==> src/rtl/write_pointer_full_block.sv <==
// Write-side pointer, full and occupancy logic for an asynchronous FIFO.
// Latency: write_accept_o is combinational; pointer, full, almost-full, level and overflow are registered (1 cycle).
// Backpressure: writes are refused while write_full_o is high; a refused write sets the sticky overflow flag.
//
// Ports:
//   write_clock_i           write-domain clock
//   write_reset_i           asynchronous active-high reset
//   write_enable_i          producer write request
//   write_overflow_clear_i  synchronous clear of the sticky overflow flag
//   read_to_write_pointer_i Gray read pointer, already synchronized into this domain
//   write_accept_o          write strobe to the FIFO memory
//   write_address_o         binary write address to the FIFO memory
//   write_pointer_o         Gray write pointer towards the read-domain synchronizer
//   write_full_o            FIFO full
//   write_almost_full_o     occupancy at or above almost_full_threshold
//   write_level_o           occupancy seen from the write domain, 0..2^addr_size
//   write_overflow_o        sticky: a write was attempted while full
module write_pointer_full_block #(
  parameter int addr_size             = 3,
  parameter int almost_full_threshold = 6
) (
  input  logic                 write_clock_i,
  input  logic                 write_reset_i,
  input  logic                 write_enable_i,
  input  logic                 write_overflow_clear_i,
  input  logic [addr_size:0]   read_to_write_pointer_i,
  output logic                 write_accept_o,
  output logic [addr_size-1:0] write_address_o,
  output logic [addr_size:0]   write_pointer_o,
  output logic                 write_full_o,
  output logic                 write_almost_full_o,
  output logic [addr_size:0]   write_level_o,
  output logic                 write_overflow_o
);

  localparam int PW = addr_size + 1;

  // Full means the write pointer is exactly one lap ahead of the read pointer;
  // in Gray code that is the read pointer with its two MSBs inverted.
  localparam logic [addr_size:0] FULL_MASK = PW'(3) << (addr_size - 1);
  localparam logic [addr_size:0] AF_TH     = PW'(almost_full_threshold);

  function automatic logic [addr_size:0] gray_to_bin(input logic [addr_size:0] g);
    logic [addr_size:0] b;
    b            = '0;
    b[addr_size] = g[addr_size];
    for (int i = addr_size - 1; i >= 0; i--) begin
      b[i] = b[i+1] ^ g[i];
    end
    return b;
  endfunction

  logic [addr_size:0] wbin_q,     wbin_d;
  logic [addr_size:0] wgray_q,    wgray_d;
  logic               full_q,     full_d;
  logic               afull_q,    afull_d;
  logic [addr_size:0] level_q,    level_d;
  logic               overflow_q, overflow_d;
  logic [addr_size:0] rbin;
  logic               accept;

  always_comb begin
    accept     = write_enable_i & ~full_q;
    rbin       = gray_to_bin(read_to_write_pointer_i);
    wbin_d     = wbin_q + PW'(accept);
    wgray_d    = wbin_d ^ (wbin_d >> 1);
    full_d     = (wgray_d == (read_to_write_pointer_i ^ FULL_MASK));
    level_d    = wbin_d - rbin;
    afull_d    = (level_d >= AF_TH);
    overflow_d = overflow_q;
    // Set wins over a coincident clear.
    if (write_enable_i && full_q) begin
      overflow_d = 1'b1;
    end else if (write_overflow_clear_i) begin
      overflow_d = 1'b0;
    end
  end

  always_ff @(posedge write_clock_i or posedge write_reset_i) begin
    if (write_reset_i) begin
      wbin_q     <= '0;
      wgray_q    <= '0;
      full_q     <= 1'b0;
      afull_q    <= 1'b0;
      level_q    <= '0;
      overflow_q <= 1'b0;
    end else begin
      wbin_q     <= wbin_d;
      wgray_q    <= wgray_d;
      full_q     <= full_d;
      afull_q    <= afull_d;
      level_q    <= level_d;
      overflow_q <= overflow_d;
    end
  end

  assign write_accept_o      = accept;
  assign write_address_o     = wbin_q[addr_size-1:0];
  assign write_pointer_o     = wgray_q;
  assign write_full_o        = full_q;
  assign write_almost_full_o = afull_q;
  assign write_level_o       = level_q;
  assign write_overflow_o    = overflow_q;

endmodule

==> config.mk <==
export PLATFORM = sky130hd
export DESIGN_NAME = write_pointer_full_block
export DESIGN_NICKNAME = d
export VERILOG_FILES = /design/src/rtl/write_pointer_full_block.sv
export SDC_FILE = /design/constraint.sdc
export NUM_CORES = 1
export LEC_CHECK = 0
export ABC_AREA = 1
export CAP_MARGIN = 20
export CELL_PAD_IN_SITES_DETAIL_PLACEMENT = 1
export CELL_PAD_IN_SITES_GLOBAL_PLACEMENT = 2
export CORE_ASPECT_RATIO = 0.9
export CORE_MARGIN = 2
export CORE_UTILIZATION = 29
export CTS_BUF_LIST = sky130_fd_sc_hd__clkbuf_8
export DETAILED_ROUTE_END_ITERATION = 6
export GPL_TIMING_DRIVEN = 0
export PLACE_DENSITY_LB_ADDON = 0.08
export SETUP_SLACK_MARGIN = 0.3
export SLEW_MARGIN = 20
export SYNTH_ARGS = -nofsm -noshare
export SYNTH_HDL_FRONTEND = slang
export SYNTH_SLANG_ARGS = --single-unit
export TNS_END_PERCENT = 5
==> constraint.sdc <==
create_clock -name write_clock_i -period 5.5 [get_ports write_clock_i]
set_input_delay 1.65 -clock write_clock_i [delete_from_list [all_inputs] [get_ports write_clock_i]]
set_output_delay 1.65 -clock write_clock_i [all_outputs]
set_load 0.01 [all_outputs]
# --- Yosys cells after proc, flatten, opt, wreduce, memory -nomap -nowiden ---
# Index checks and enable logic that the tools add are counted.
classes:
  n_addsub: 2
  n_lt_le_gt_ge: 1
  eq_ne: 1
  mux: 2
  bitwise: 7
  n_reduce_logical: 2
op_table:
  columns: ["cell", "n"]
  rows:
  - ["adder 4 x 1 -> 4 bit", 1]
  - ["== test 4 bit", 1]
  - [">= comparator 4 x 3 -> 1 bit (second input constant)", 1]
  - ["subtractor 4 bit", 1]
  - ["XOR 4 x 3 -> 4 bit", 1]
  - ["XOR 1 bit", 3]
  - ["2-to-1 mux 1 bit", 2]
  - ["inverter 2 bit", 1]
  - ["nonzero test 2 bit", 1]
  - ["AND 1 bit", 1]
  - ["logical AND 1 bit", 1]
  - ["inverter 1 bit", 1]
totals:
  ff_bits: 15
  inputBits: 8
  out_inout_bits: 15

# --- Logic depth before layout (Yosys ltp) ---
logic_depth:
  word_depth: 5
  ltp_mapped: 12
  mapped_depth_nobuf: 12

# --- Worst setup path before layout ---
# OpenSTA, ideal clock, no wires.
synth_timing:
  kind: "input to output"
  start: "input port write_enable_i"
  end: "output port write_accept_o"
  arrival_ns: 1.863
  required_ns: 3.850
  slack_ns: 1.987
  cell_stages: 2
  path_cell_list: "inv_1 -> nor2_1"
synth_between:
  elab_chain_cells: 1
synth_rtl:
  columns: ["element", "line", "text"]
  rows:
  - ["start: declaration", "24", "input logic write_enable_i,"]
  - ["AND 1 bit", "63", "accept = write_enable_i & ~full_q;"]
  - ["end: declaration", "27", "output logic write_accept_o,"]
# Every way passes these cells.

# --- Worst setup path after layout ---
# Ends and elaborated chain as after synthesis.

==> summary.txt <==
Layout
  – P&R area growth vs syn: 41.4%
  – Non-Filler Instances: 140
  – Design area: 1060 µm²
  – Most frequent cells in the layout: nand2_1, clkdlybuf4s50_1, inv_1
  – Antenna diodes: 0
  – Nets@finish: 127
  – Core Util, Final: 43.3%
  – Share of layout cells above drive strength 1: 6.25%
  – Most common cell after layout, fill and taps aside: nand2_1

CTS
  – Root Driver: clkbuf_8
  – Deepest clock path buffer count: 2
  – Clock transition at path regs: 0.06 ns
  – H-tree Lvls: 1
  – Postcts setup bufs: 0
  – CTS Buf Count: 3
  – Clock latency on the worst-skew pair: 0.24 ns
  – Post-CTS resize count: 0
  – # hold bufs at CTS: 0
  – CTS tree: built
  – CTS Sinks: 14

Drt
  – Vias: 643
  – Remaining DRCs: 0
  – Routed WL: 1680 µm
  – Avg Vias per Cell: 4.59
  – Initial DRC count: 6
  – DR WL/cell: 12.0 µm
  – Post-route ant nets: 0
  – Initial DRT Pass Iterations: 3

Timing
  – Period utilization: 82.7%
  – Worst hold slack: 0.536 ns
  – Slew Viols, Final: 0
  – Max Fclk: 220 MHz
  – Final Skew: 0.00109 ns
  – RSZ-0062 raised after global routing: false
  – Worst-Margin Slew: 0.538 ns
  – Final setup violation count: 0
  – Hold Vio Cnt, Final: 0
  – Setup WS post-layout: 0.954 ns
  – Final min period: 4.55 ns
  – Setup TNS: 0 ns
  – Worst slew margin: 64.1%

Critical path
  – Slowest CP cell: clkdlybuf4s50_1
  – Worst Setup End Kind: output pin
  – Largest stage delay on the critical path: 0.57 ns
  – CP startpoint kind: primary input
  – CP Data Arrival Time: 2.90 ns
  – Crit Path Max Fanout: 2
  – Critical Path Most Common Cell: clkdlybuf4s50_1
  – Setup CP Type: primary input to output pin
  – CP Cell Sequence: clkdlybuf4s50_1, inv_1, nor2_1, clkdlybuf4s50_1
  – Worst path required time: 3.85 ns

Placed design
  – Placed cell count: 136
  – Final GP Congestion: 0.761
  – Dpl hpwl: 1390 µm
  – Place WS: 0.953 ns
  – DP Area: 1000 µm²
  – Count of input and output buffers: 22

Yosys
  – Synth warn: 0
  – #FFs+latches synth: 14
  – Register area share after synthesis: 46.7%
  – Post-Syn Area: 749 µm²
  – Synthesized area per cell: 8.71 µm²
  – Netlist cell types: 16
  – Synth Instances: 86
  – Syn Nets: 100

Worst hold path
  – Worst min path class: flop to flop

Global route
  – Number of antenna violations at the first check in global routing: 0
  – GR Util All Layers: 13.4%
  – Number of global-route vias before repair: 673
  – First-pass GRT wire length: 2940 µm
  – Remaining global-route overflow: 0
  – Largest net degree at the start of global routing: 15

Floorplan
  – Rows: 17
  – Die W: 57.6 µm
  – Die area: 3010 µm²
  – Starting density of the core: 30.6%
  – Top Ports: 23
  – Die Y: 52.2 µm
  – Std-Cell Core Area: 2450 µm²

Run status
  – Outcome: completed

Pwr
  – Power after layout: 0.689 mW
  – Lkg Pwr: 0.546 nW
  – P per Cell Area: 651 nW/µm²
  – Peak VDD IR: 0.246 mV

Job
  – Max_cap viols: 0
[layout make-up]
cell class | instances | area (µm²)
well taps | 28 | 35.0
repair buffers | 22 | 220
clock buffers | 4 | 55.1
flip-flops and latches | 14 | 350
multi-input cells | 55 | 335
fillers | 293 | 1390
inverters | 17 | 63.8
[flip-flops by register name, indices dropped and copies added, names as in the netlist]
signal and count:
write_level_o 4, write_overflow_o 1, wbin_q 4, write_full_o 1
write_pointer_o 3, write_almost_full_o 1
[Yosys cell counts]
cell      instances  area (µm²)
dfrtp_1          14         350
nand4_1           1        6.26
inv_1            17        63.8
nand2_1          23        86.3
nand3_1          14        70.1
o21bai_1          1        7.51
xnor2_2           1        16.3
a21oi_1           1        5.00
xor2_1            2        17.5
fa_1              1        20.0
o21ai_0           1        5.00
ha_1              5        62.6
xor2_2            1        16.3
xnor2_1           1        8.76
nor2_1            2        7.51
nand2_2           1        6.26
[critical path, delay by kind of cell]
family                 cells  cell delay (ns)
AND/OR/NAND/NOR            1             0.15
buffers and inverters      3             1.09
[layer usage]
metal	part of all wire, %	vias to the layer above	track usage (%)
li1	-	318	-
met1	43	307	16.3
met2	51	16	22.9
met3	4.9	2	2.22
met4	1.5	0	6.98
met5	0	-	0
[logic make-up (layout without fill, tap and decap cells)]
group / count (synthesis) / after routing / synth area share [%]
buffers and inverters: 17 / 43 / 8.51
xor gates and xnor gates: 5 / 5 / 7.85
and+or+nand+nor: 41 / 41 / 23.5
AOI/OAI and AO/OA: 3 / 3 / 2.34
adders and majority gates: 6 / 6 / 11.0
DFF: 14 / 14 / 46.7
[where the power goes]
| group | leakage, nW | switching (mW) | internal, mW |
|---|---|---|---|
| clock | 0.0288 | 0.0359 | 0.0633 |
| combinational | 0.347 | 0.218 | 0.188 |
| sequential | 0.170 | 0.0261 | 0.158 |
| total | 0.546 | 0.280 | 0.409 |
[final timing paths]
check	from	to	slack, ns	depth (start not counted)
max	write_enable_i	write_accept_o	0.95	4
min	write_full_o	write_overflow_o	0.54	2
max reg2reg	write_full_o	write_almost_full_o	3.32	11
min reg2reg	write_full_o	write_overflow_o	0.54	2
max in group asynchronous	write_reset_i	write_level_o[1]	3.40	2
min in group asynchronous	write_reset_i	write_overflow_o	1.75	2
No activity file was read; power rests on OpenSTA's default activity.
